File: src/rtl/ex_muldiv_pkg.sv
`default_nettype none
// ============================================================================
// ex_muldiv_pkg : RV32M opcodes, FSM state type, operand-sign helpers
// Rev 1.0
// ============================================================================
package ex_muldiv_pkg;

    localparam logic [2:0] MD_MUL    = 3'b000;
    localparam logic [2:0] MD_MULH   = 3'b001;
    localparam logic [2:0] MD_MULHSU = 3'b010;
    localparam logic [2:0] MD_MULHU  = 3'b011;
    localparam logic [2:0] MD_DIV    = 3'b100;
    localparam logic [2:0] MD_DIVU   = 3'b101;
    localparam logic [2:0] MD_REM    = 3'b110;
    localparam logic [2:0] MD_REMU   = 3'b111;

    typedef enum logic [1:0] {
        ST_IDLE = 2'd0,
        ST_BUSY = 2'd1,
        ST_DONE = 2'd2
    } state_t;

    function automatic logic uses_sign1(input logic [2:0] op);
        return (op == MD_MUL) || (op == MD_MULH) || (op == MD_MULHSU) ||
               (op == MD_DIV) || (op == MD_REM);
    endfunction

    function automatic logic uses_sign2(input logic [2:0] op);
        return (op == MD_MULH) || (op == MD_DIV) || (op == MD_REM);
    endfunction

endpackage
`default_nettype wire

File: src/rtl/ex_muldiv_if.sv
`default_nettype none
// ============================================================================
// ex_muldiv_if : EX-stage <-> multiply/divide unit handshake bundle
// Rev 1.0
// ============================================================================
interface ex_muldiv_if #(
    parameter int XLEN = 32
);
    logic            start;
    logic [2:0]      op;
    logic [XLEN-1:0] rs1;
    logic [XLEN-1:0] rs2;
    logic            advance;
    logic            annul;
    logic            stallreq;
    logic [XLEN-1:0] result;
    logic            result_valid;

    modport master (
        output start, op, rs1, rs2, advance, annul,
        input  stallreq, result, result_valid
    );

    modport slave (
        input  start, op, rs1, rs2, advance, annul,
        output stallreq, result, result_valid
    );
endinterface
`default_nettype wire

File: src/rtl/ex_muldiv_signfix.sv
`default_nettype none
// ============================================================================
// ex_muldiv_signfix : conditional negation of the magnitude result and
// selection of the architectural word. Rev 1.0
// ============================================================================
module ex_muldiv_signfix
    import ex_muldiv_pkg::*;
#(
    parameter int XLEN = 32
) (
    input  wire logic [2:0]        op,
    input  wire logic              sign1,
    input  wire logic              sign2,
    input  wire logic [2*XLEN-1:0] acc,
    output logic      [XLEN-1:0]   result
);
    logic [2*XLEN-1:0] w_prod;
    logic [XLEN-1:0]   w_quo;
    logic [XLEN-1:0]   w_rem;

    always_comb begin
        w_prod = (sign1 ^ sign2) ? -acc : acc;
        w_quo  = (sign1 ^ sign2) ? -acc[XLEN-1:0] : acc[XLEN-1:0];
        // remainder takes the dividend's sign only
        w_rem  = sign1 ? -acc[2*XLEN-1:XLEN] : acc[2*XLEN-1:XLEN];
        result = '0;
        case (op)
            MD_MUL:                       result = w_prod[XLEN-1:0];
            MD_MULH, MD_MULHSU, MD_MULHU: result = w_prod[2*XLEN-1:XLEN];
            MD_DIV, MD_DIVU:              result = w_quo;
            MD_REM, MD_REMU:              result = w_rem;
            default:                      result = '0;
        endcase
    end
endmodule
`default_nettype wire

File: src/rtl/ex_muldiv.sv
`default_nettype none
// ============================================================================
// ex_muldiv : iterative RV32M multiply/divide, 32 cycles plus divide fast paths
// Rev 1.0
// ============================================================================
module ex_muldiv
    import ex_muldiv_pkg::*;
#(
    parameter int XLEN = 32
) (
    input  wire logic   clk,
    input  wire logic   rst,
    ex_muldiv_if.slave  bus
);
    localparam logic [XLEN-1:0] C_INT_MIN = {1'b1, {(XLEN-1){1'b0}}};

    state_t            r_state;
    logic [4:0]        r_cnt;
    logic [2*XLEN-1:0] r_acc;
    logic [XLEN-1:0]   r_opnd;
    logic              r_sign1;
    logic              r_sign2;
    logic [2:0]        r_op;

    logic              w_s1;
    logic              w_s2;
    logic [XLEN-1:0]   w_abs1;
    logic [XLEN-1:0]   w_abs2;
    logic              w_div0;
    logic              w_ovf;
    logic [XLEN:0]     w_mul_sum;
    logic [2*XLEN-1:0] w_mul_next;
    logic [XLEN:0]     w_div_part;
    logic              w_div_ge;
    logic [XLEN-1:0]   w_div_diff;
    logic [2*XLEN-1:0] w_div_next;
    logic [XLEN-1:0]   w_fixed;

    assign w_s1   = uses_sign1(bus.op) & bus.rs1[XLEN-1];
    assign w_s2   = uses_sign2(bus.op) & bus.rs2[XLEN-1];
    assign w_abs1 = w_s1 ? -bus.rs1 : bus.rs1;
    assign w_abs2 = w_s2 ? -bus.rs2 : bus.rs2;
    assign w_div0 = bus.op[2] && (bus.rs2 == '0);
    assign w_ovf  = ((bus.op == MD_DIV) || (bus.op == MD_REM)) &&
                    (bus.rs1 == C_INT_MIN) && (bus.rs2 == '1);

    // shift-add step: conditional add into the high word, then shift right
    assign w_mul_sum  = {1'b0, r_acc[2*XLEN-1:XLEN]} + {1'b0, (r_acc[0] ? r_opnd : '0)};
    assign w_mul_next = {w_mul_sum, r_acc[XLEN-1:1]};

    // restoring step: the shifted partial remainder needs XLEN+1 bits
    assign w_div_part = r_acc[2*XLEN-1:XLEN-1];
    assign w_div_ge   = (w_div_part >= {1'b0, r_opnd});
    assign w_div_diff = w_div_part[XLEN-1:0] - r_opnd;
    assign w_div_next = w_div_ge ? {w_div_diff, r_acc[XLEN-2:0], 1'b1}
                                 : {r_acc[2*XLEN-2:0], 1'b0};

    always_ff @(posedge clk) begin
        if (rst) begin
            r_state <= ST_IDLE;
            r_cnt   <= '0;
            r_acc   <= '0;
            r_opnd  <= '0;
            r_sign1 <= 1'b0;
            r_sign2 <= 1'b0;
            r_op    <= MD_MUL;
        end else if (bus.annul) begin
            r_state <= ST_IDLE;
        end else begin
            case (r_state)
                ST_IDLE: begin
                    if (bus.start) begin
                        r_op  <= bus.op;
                        r_cnt <= '0;
                        if (w_div0) begin
                            // quotient word all ones, remainder word is the dividend
                            r_acc   <= {bus.rs1, {XLEN{1'b1}}};
                            r_sign1 <= 1'b0;
                            r_sign2 <= 1'b0;
                            r_state <= ST_DONE;
                        end else if (w_ovf) begin
                            r_acc   <= {{XLEN{1'b0}}, C_INT_MIN};
                            r_sign1 <= 1'b0;
                            r_sign2 <= 1'b0;
                            r_state <= ST_DONE;
                        end else begin
                            r_acc   <= {{XLEN{1'b0}}, w_abs1};
                            r_opnd  <= w_abs2;
                            r_sign1 <= w_s1;
                            r_sign2 <= w_s2;
                            r_state <= ST_BUSY;
                        end
                    end
                end
                ST_BUSY: begin
                    r_acc <= r_op[2] ? w_div_next : w_mul_next;
                    r_cnt <= r_cnt + 5'd1;
                    if (r_cnt == 5'd31) begin
                        r_state <= ST_DONE;
                    end
                end
                ST_DONE: begin
                    if (bus.advance) begin
                        r_state <= ST_IDLE;
                    end
                end
                default: r_state <= ST_IDLE;
            endcase
        end
    end

    ex_muldiv_signfix #(
        .XLEN (XLEN)
    ) u_signfix (
        .op     (r_op),
        .sign1  (r_sign1),
        .sign2  (r_sign2),
        .acc    (r_acc),
        .result (w_fixed)
    );

    assign bus.stallreq     = !bus.annul &&
                              (((r_state == ST_IDLE) && bus.start) || (r_state == ST_BUSY));
    assign bus.result_valid = !bus.annul && (r_state == ST_DONE);
    assign bus.result       = bus.result_valid ? w_fixed : '0;

endmodule
`default_nettype wire

File: src/flat_wrapper.sv
// flat-port wrapper written by rule: the top's interface ports become plain ports
module ex_muldiv_flat import ex_muldiv_pkg::*;
#(
    parameter int XLEN = 32
)
  (clk, rst, bus_start, bus_op, bus_rs1, bus_rs2, bus_advance, bus_annul, bus_stallreq, bus_result, bus_result_valid);
  ex_muldiv_if #(.XLEN(XLEN)) bus_i ();
  input  wire logic clk;
  input  wire logic rst;
  input wire logic [$bits(bus_i.start)-1:0] bus_start;
  input wire logic [$bits(bus_i.op)-1:0] bus_op;
  input wire logic [$bits(bus_i.rs1)-1:0] bus_rs1;
  input wire logic [$bits(bus_i.rs2)-1:0] bus_rs2;
  input wire logic [$bits(bus_i.advance)-1:0] bus_advance;
  input wire logic [$bits(bus_i.annul)-1:0] bus_annul;
  output wire logic [$bits(bus_i.stallreq)-1:0] bus_stallreq;
  output wire logic [$bits(bus_i.result)-1:0] bus_result;
  output wire logic [$bits(bus_i.result_valid)-1:0] bus_result_valid;
  assign bus_i.start = bus_start;
  assign bus_i.op = bus_op;
  assign bus_i.rs1 = bus_rs1;
  assign bus_i.rs2 = bus_rs2;
  assign bus_i.advance = bus_advance;
  assign bus_i.annul = bus_annul;
  assign bus_stallreq = bus_i.stallreq;
  assign bus_result = bus_i.result;
  assign bus_result_valid = bus_i.result_valid;
  ex_muldiv #(.XLEN(XLEN)) u_core (.clk(clk), .rst(rst), .bus(bus_i));
endmodule
File: config.mk
export PLATFORM = sky130hd
export DESIGN_NAME = ex_muldiv_flat
export DESIGN_NICKNAME = d
export VERILOG_FILES = /design/src/rtl/ex_muldiv_pkg.sv /design/src/rtl/ex_muldiv_if.sv /design/src/rtl/ex_muldiv_signfix.sv /design/src/rtl/ex_muldiv.sv /design/src/flat_wrapper.sv
export SDC_FILE = /design/constraint.sdc
export NUM_CORES = 1
export LEC_CHECK = 0
export ABC_AREA = 1
export CORE_ASPECT_RATIO = 1.25
export CORE_MARGIN = 2
export CORE_UTILIZATION = 30
export CTS_BUF_LIST = sky130_fd_sc_hd__clkbuf_8
export CTS_CLUSTER_DIAMETER = 100
export CTS_CLUSTER_SIZE = 24
export DETAILED_ROUTE_END_ITERATION = 8
export GPL_TIMING_DRIVEN = 0
export PLACE_DENSITY_LB_ADDON = 0.08
export SYNTH_ARGS = -nofsm -noshare
export SYNTH_HDL_FRONTEND = slang
export SYNTH_SLANG_ARGS = --single-unit
File: constraint.sdc
create_clock -name clk -period 2.23 [get_ports clk]
set_input_delay 0.3345 -clock clk [delete_from_list [all_inputs] [get_ports clk]]
set_output_delay 0.3345 -clock clk [all_outputs]
set_load 0.005 [all_outputs]
==> results of run 1 <==
sequential cells by signal, summed over array words and instances, names as in the netlist:
register / cells
u_core.r_sign1: 1
u_core.r_state: 2
u_core.r_sign2: 1
u_core.r_opnd: 32
u_core.r_op: 3
u_core.r_acc: 64
u_core.r_cnt: 5
how the worst max path moves through the flow:
stage / from / to / depth (start not counted)
2_1_floorplan: u_core.r_acc[0] / u_core.r_acc[55] / 18
3_3_place_gp: bus_annul / bus_result[3] / 5
3_5_place_dp: u_core.r_acc[32] / bus_result[16] / 13
4_1_cts: u_core.r_acc[38] / bus_result[25] / 14
5_1_grt: u_core.r_acc[4] / bus_result[3] / 15
6_report: u_core.r_acc[38] / bus_result[25] / 14
metrics by stage:
step                area, um2  setup TNS, ns  setup slack [ns]
floorplan               16300              0           0.00502
global placement        18300        -144.66             -2.25
detailed placement      18300        -132.34             -1.51
CTS                     24300         -25.17            -0.765
global route            26900         -33.47            -0.785
finish                  26900         -26.80            -0.709
repair_timing:
item / in CTS / in global routing
gates cloned: 5 / 1
pin swaps: 259 / 339
endpoints found under the setup margin: 138 / 131
gates resized for setup: 1306 / 526
setup buffers: 199 / 131
synth_stat cells (all sizes together):
library cell  count  area (um2)
o211ai           17         128
nand3           260        1320
ha               71         888
or2              10        62.6
a211oi            4        30.0
dlygate4sd1       1        8.76
o2111ai           1        8.76
xnor2             6        52.6
a22oi             1        7.51
nand2           913        3470
dfxtp           108        2160
and3              2        12.5
and2              5        31.3
fa                2        40.0
o21a              1        7.51
o21ai           257        1300
nand4            51         325
a21o              6        45.0
o21bai            7        52.6
a221oi            3        26.3
nor4             10        62.6
a21oi           241        1230
inv             416        1560
nor3             45         246
clkinv            6        22.5
a22o              1        8.76
buf              49         302
o31ai             5        37.5
nand3b           13        97.6
o22ai             4        25.0
clkbuf           63         238
xor2            101         885
a21boi            1        7.51
nor3b             1        7.51
a31oi            10        62.6
o211a             2        20.0
nor2            389        1510
power groups by stage:
stage	Sequential [uW]	Combinational, uW	Clock, uW
2_1_floorplan	2230	3140	0
3_3_place_gp	2380	4950	0
3_5_place_dp	2390	4940	0
4_1_cts	2370	7050	1260
5_1_grt	2390	8570	1330
6_report	2380	8100	1260
layer usage:
layer,GRT usage,wire (um),up-vias
met5,0,0,-
met1,0.385,37500,10900
li1,-,-,10800
met4,0.269,9080,0
met2,0.578,48000,888
met3,0.0320,4490,294
area by class of cell:
type / count / share of cell area
clock inverter: 6 / 0.00172
buffer: 110 / 0.0326
sequential: 108 / 0.0895
antenna: 1 / 0.0000930
multi-input combinational: 2440 / 0.631
tap: 727 / 0.0338
inverter: 422 / 0.0635
timing repair buffer: 429 / 0.143
clock buffer: 9 / 0.00460
kinds of logic (layout without fill, tap and decap cells):
group / after synthesis / count (layout)
buffers and inverters: 535 / 976
adders and majority gates: 73 / 73
other: 0 / 1
xor gates and xnor gates: 107 / 107
AOI/OAI and AO/OA: 561 / 561
DFF: 108 / 108
and+or+nand+nor: 1699 / 1699
==> results.md, run 1 <==
- Clock-pin slew on the worst setup and hold paths: 0.12 ns
- Synth Area in Adders: 0.0570
- Flip-flop and latch area: 0.00241 mm2
- Initial antenna violation count: 1
- Worst R2R Setup Slack: -0.46 ns
- Clk_lat worst skew: 0.46 ns
- Mux contribution to synthesized area: 0
- Arr. time, crit path: 2.60 ns
- Worst Setup Start Kind: flip-flop
- CP top delay family: simple AND/OR/NAND/NOR gates
- Post-synth net total: 3228
- Post-Route Utilization: 0.501
- Leakage: 0.0125 uW
- Worst path required time: 1.90 ns
- Layout cells sized above 1: 0.409
- I/O Buffers: 103
- Fin crit period: 2.94 ns
- VDD IR max: 0.285 mV
- Path type of the worst setup path: flip-flop to primary output
- Hold path depth: 2
- First-pass GRT wire length: 139000 um
- Post-synthesis to final-layout area growth: 65.1%
- Hold buffer count at cts: 0
- Simple logic cell fraction of the synthesized area: 0.438
- Logic pwr share: 0.690
- Internal Power: 5610 uW
- Failing checks: setup timing
- Setup crit end kind: primary output
- Max incr delay on CP: 0.37 ns
- Fillers: 5544
- Core ar.: 0.0537 mm2
- Crit Reg-Reg Startpoint: u_core.r_acc[0]
- Pwr dens: 436 mW/mm2
- Router iterations before antenna repair: 9
- Final Hold Viols: 0
- Drt wl/cell: 23.3 um
- Worst Hold Launch: rst
- Slack of the critical path: -0.709 ns
- Commonest cells after routing, fill and taps aside: 643 x nand2_1, 325 x inv_1, 249 x buf_4
- RSZ-0062 raised after global routing: true
- DRT antenna net count: 0
- Crit path top cell by count: nor2_4
- Placer Congestion: 0.996
- Net switching fraction of the power: 0.522
- Post-synthesis cell area: 0.0163 mm2
- Slew margin rel.: 0.314
- Die ar.: 0.0562 mm2
- H-tree depth: 3
- Seq/Total Area, Yosys: 0.133
- Row count: 95
- Multi-input logic area: 0.0170 mm2
- Die H: 265 um
- Path depth of the worst reg2reg path: 18
- Commonest non-fill, non-tap cell in the layout: nand2_1
- Clock share of power: 0.107
- Setup violators final: 65
- Ports: 106
- Clock buffer depth: 2
- DP HPWL: 77300 um
- Global-route usage over all layers: 0.339
- XOR/XNOR Fraction of Synth Area: 0.0575
- Largest net degree at the start of global routing: 19
- Total power: 11700 uW
- Synth cell types: 55
- Critical Path, Cell by Cell: clkbuf_16 > nor2_4 > nand3_4 > nor2_4 > nand2_2 > nor2_4 > nand3_4 > buf_6 > or2_4 > a21oi_2 > nor2_1 > a21oi_1 > nor2_1 > buf_2
- CTS tree: built
- Total vias in the final route: 22.9k
- Worst path slowest cell: dfxtp_4
- Final Cycle Share: 1.32
- Flops & latches, synth: 108
- Switching power: 6130 uW
- Initial Util: 0.303
- Post-Syn Area per Cell: 5.29 um2
- Status: complete, but fails checks
- CP Buf/Inv Count: 3
- Worst Skew: 0.0267 ns
- Inst Count DP: 3913
- Crit Path Max Fanout: 4
- Vias in the first global route: 21.7k
- Synthesized instance count: 3083
- Compound-gate portion of the synthesized area: 0.184
- Initial drt markers: 1690
- Root Buffer: clkbuf_8
- Max Transition Viols Final: 0
- Worst hold path class: input pin to flip-flop
- Vias per cell: 5.40
- TritonCTS buffer count: 9
- Tightest Pin Transition: 1.03 ns
- R2r endpoint: u_core.r_acc[58]
- Fmax achieved: 340 MHz
- Clock Sinks: 108
- Hold endpoint: u_core.r_opnd[0]
- Warning count from the yosys run: 0
- Finished Layout Cells: 4252
- Final hold slack: 0.201 ns
- Max cap viols: 0
- Sequential fraction of design power: 0.203
- Final wirelength: 99100 um
- # DRC: 0
- Die Width: 212 um
- Final nets: 3665
- Grt ovf: 0
- Largest family of logic cells by synthesized area: simple AND/OR/NAND/NOR gates
(Power assumes the default switching activity.)
==> inputs of run 2 (changes only) <==
--- a/config.mk
+++ b/config.mk
@@ -6,6 +6,7 @@
 export NUM_CORES = 1
 export LEC_CHECK = 0
 export ABC_AREA = 1
+export CAP_MARGIN = 20
 export CORE_ASPECT_RATIO = 1.25
 export CORE_MARGIN = 2
 export CORE_UTILIZATION = 30
==> results of run 2 <==
The final DEF is identical to that of run 1; final timing and power are the same.
==> inputs of run 3 (changes only) <==
--- a/config.mk
+++ b/config.mk
@@ -14,7 +14,6 @@
 export CTS_CLUSTER_DIAMETER = 100
 export CTS_CLUSTER_SIZE = 24
 export DETAILED_ROUTE_END_ITERATION = 8
-export GPL_TIMING_DRIVEN = 0
 export PLACE_DENSITY_LB_ADDON = 0.08
 export SYNTH_ARGS = -nofsm -noshare
 export SYNTH_HDL_FRONTEND = slang
==> constraint.sdc (replaced) <==
create_clock -name clk -period 3.3 [get_ports clk]
set_input_delay 0.495 -clock clk [delete_from_list [all_inputs] [get_ports clk]]
set_output_delay 0.495 -clock clk [all_outputs]
set_load 0.005 [all_outputs]
==> run 3 against run 2 <==
  * The run now ends clean
  * Largest cell class unchanged
  * Largest power group unchanged
  * Non-clock buffer count down 190
  * Critical path type unchanged
  * First-iteration DRC count decreased by 6.5%
  * Highest routed layer unchanged
  * Critical endpoint is now bus_result[16]
  * Hold slack gained 0.28 ns
==> results.md, run 3 (synthesis gave the netlist of run 1 again) <==
- Status: completed
- Root Buffer: clkbuf_8
- Flip-flop and latch area: 0.00225 mm2
- Path type of the worst setup path: flip-flop to primary output
- Worst hold path class: flip-flop to flip-flop
- Final wirelength: 91300 um
- Multi-input logic area: 0.0127 mm2
- Drt wl/cell: 22.5 um
- Slack of the critical path: 0.0652 ns
- Core ar.: 0.0537 mm2
- Leakage: 0.0103 uW
- Die ar.: 0.0562 mm2
- Largest net degree at the start of global routing: 59
- Global-route usage over all layers: 0.317
- Setup violators final: 0
- Arr. time, crit path: 2.74 ns
- Clock Sinks: 108
- DRT antenna net count: 0
- Switching power: 3370 uW
- Critical Path, Cell by Cell: buf_4 > nor2_1 > buf_4 > nand2_4 > nor2_4 > buf_4 > buf_4 > nand2_2 > nor2_1 > o21ai_1 > o21ai_2 > nor2_1 > nor2_1 > nand2_1 > nand2_1 > nor2_1 > dlygate4sd2_1
- Commonest non-fill, non-tap cell in the layout: nand2_1
- TritonCTS buffer count: 9
- RSZ-0062 raised after global routing: true
- Net switching fraction of the power: 0.524
- CP top delay family: simple AND/OR/NAND/NOR gates
- Registers with the most flip-flops: u_core.r_acc x64, u_core.r_opnd x32, u_core.r_cnt x5
- Initial drt markers: 1580
- Setup TNS: 0 ns
- Max cap viols: 0
- Worst path required time: 2.80 ns
- Router iterations before antenna repair: 5
- H-tree depth: 3
- CP Buf/Inv Count: 5
- Internal Power: 3060 uW
- Max Transition Viols Final: 0
- CTS tree: built
- Clock share of power: 0.135
- # DRC: 0
- Worst Skew: 0.0240 ns
- Clock-pin slew on the worst setup and hold paths: 0.14 ns
- Placer Congestion: 1.07
- Die Width: 212 um
- Sequential fraction of design power: 0.245
- Crit path top cell by count: nor2_1
- I/O Buffers: 105
- Ports: 106
- Initial Util: 0.303
- Clk_lat worst skew: 0.46 ns
- Largest reg by FF count: u_core.r_acc
- Fmax achieved: 309 MHz
- Final nets: 3475
- VDD IR max: 0.160 mV
- Max incr delay on CP: 0.36 ns
- Initial antenna violation count: 1
- Post-Route Utilization: 0.385
- Final Cycle Share: 0.980
- Layout cells sized above 1: 0.149
- Final Hold Viols: 0
- Vias per cell: 5.17
- Pwr dens: 311 mW/mm2
- Die H: 265 um
- Worst Setup Start Kind: flip-flop
- Slew margin rel.: 0.432
- Inst Count DP: 4017
- Total vias in the final route: 21.0k
- First-pass GRT wire length: 131000 um
- Total power: 6430 uW
- Finished Layout Cells: 4063
- Clock buffer depth: 2
- Max FFs per register: 64
- Vias in the first global route: 20.3k
- Fillers: 6226
- Worst path slowest cell: dfxtp_2
- Grt ovf: 0
- Tightest Pin Transition: 0.851 ns
- Post-synthesis to final-layout area growth: 27.0%
- Logic pwr share: 0.620
- Fin crit period: 3.23 ns
- Commonest cells after routing, fill and taps aside: 874 x nand2_1, 394 x inv_1, 315 x nor2_1
- Crit Path Max Fanout: 4
- Dpl ws: -0.231 ns
- DP HPWL: 76900 um
- Row count: 95
- Setup crit end kind: primary output
run 3: cell types whose count changed in the layout (fill, tap and decap cells not counted), moves of 64 or more:
cell and delta:
nand2_1 +231, nand2_2 -129, nand2_4 -88, nor2_1 +88, nand3_1 +86, o21ai_0 +82
nor2_4 -75, a21oi_1 +74, inv_1 +69, buf_6 -64
run 3: path summary, 6_finish.rpt:
check | startpoint | slack [ns] | depth (start not counted) | end
worst max-delay path | u_core.r_acc[9] | 0.07 | 17 | bus_result[16]
worst min-delay path | u_core.r_cnt[4] | 0.48 | 2 | u_core.r_cnt[4]
worst max register to register | u_core.r_acc[0] | 0.09 | 17 | u_core.r_acc[62]
worst min register to register | u_core.r_cnt[4] | 0.48 | 2 | u_core.r_cnt[4]
run 3: layer usage:
| layer | vias up | GRT usage | wire, um |
|---|---|---|---|
| met4 | 0 | 0.202 | 6490 |
| met5 | - | 0 | 0 |
| met3 | 183 | 0.0229 | 3030 |
| met1 | 9832 | 0.364 | 36100 |
| li1 | 10400 | - | - |
| met2 | 559 | 0.565 | 45700 |
run 3: power by group through the flow:
| stage | sequential, uW | combinational, uW | clock [uW] |
|---|---|---|---|
| after CTS | 1560 | 3850 | 894 |
| after global placement | 1570 | 3700 | 0 |
| after global routing | 1580 | 4320 | 931 |
| after floorplan | 1510 | 2120 | 0 |
| final | 1570 | 3990 | 870 |
| after detailed placement | 1570 | 3700 | 0 |
run 3: per-stage QoR:
stage | hold slack, ns | instance area (um2)
2_1_floorplan | 0.447 | 16300
3_3_place_gp | 0.457 | 19500
3_5_place_dp | 0.464 | 19500
4_1_cts | 0.483 | 20300
5_1_grt | 0.503 | 20700
6_report | 0.478 | 20700
run 3: final cells by class:
type,instances,share of cell area
Sequential cell,108,0.109
Tap cell,727,0.0440
Timing Repair Buffer,349,0.150
Clock buffer,9,0.00599
Antenna cell,1,0.000121
Clock inverter,7,0.00302
Multi-Input combinational cell,2440,0.612
Inverter,422,0.0768
run 3: timing repair:
item	4_1_cts	5_1_grt
pin swaps	22	30
hold buffers	0	0
endpoints found under the setup margin	32	26
resized for setup	187	104
setup buffers	15	14
run 3: worst min-delay path, delay by kind of cell, from the launching register on:
kind            cells  cell delay [ns]
compound gates      1             0.05
flops               1             0.33
simple gates        1             0.06
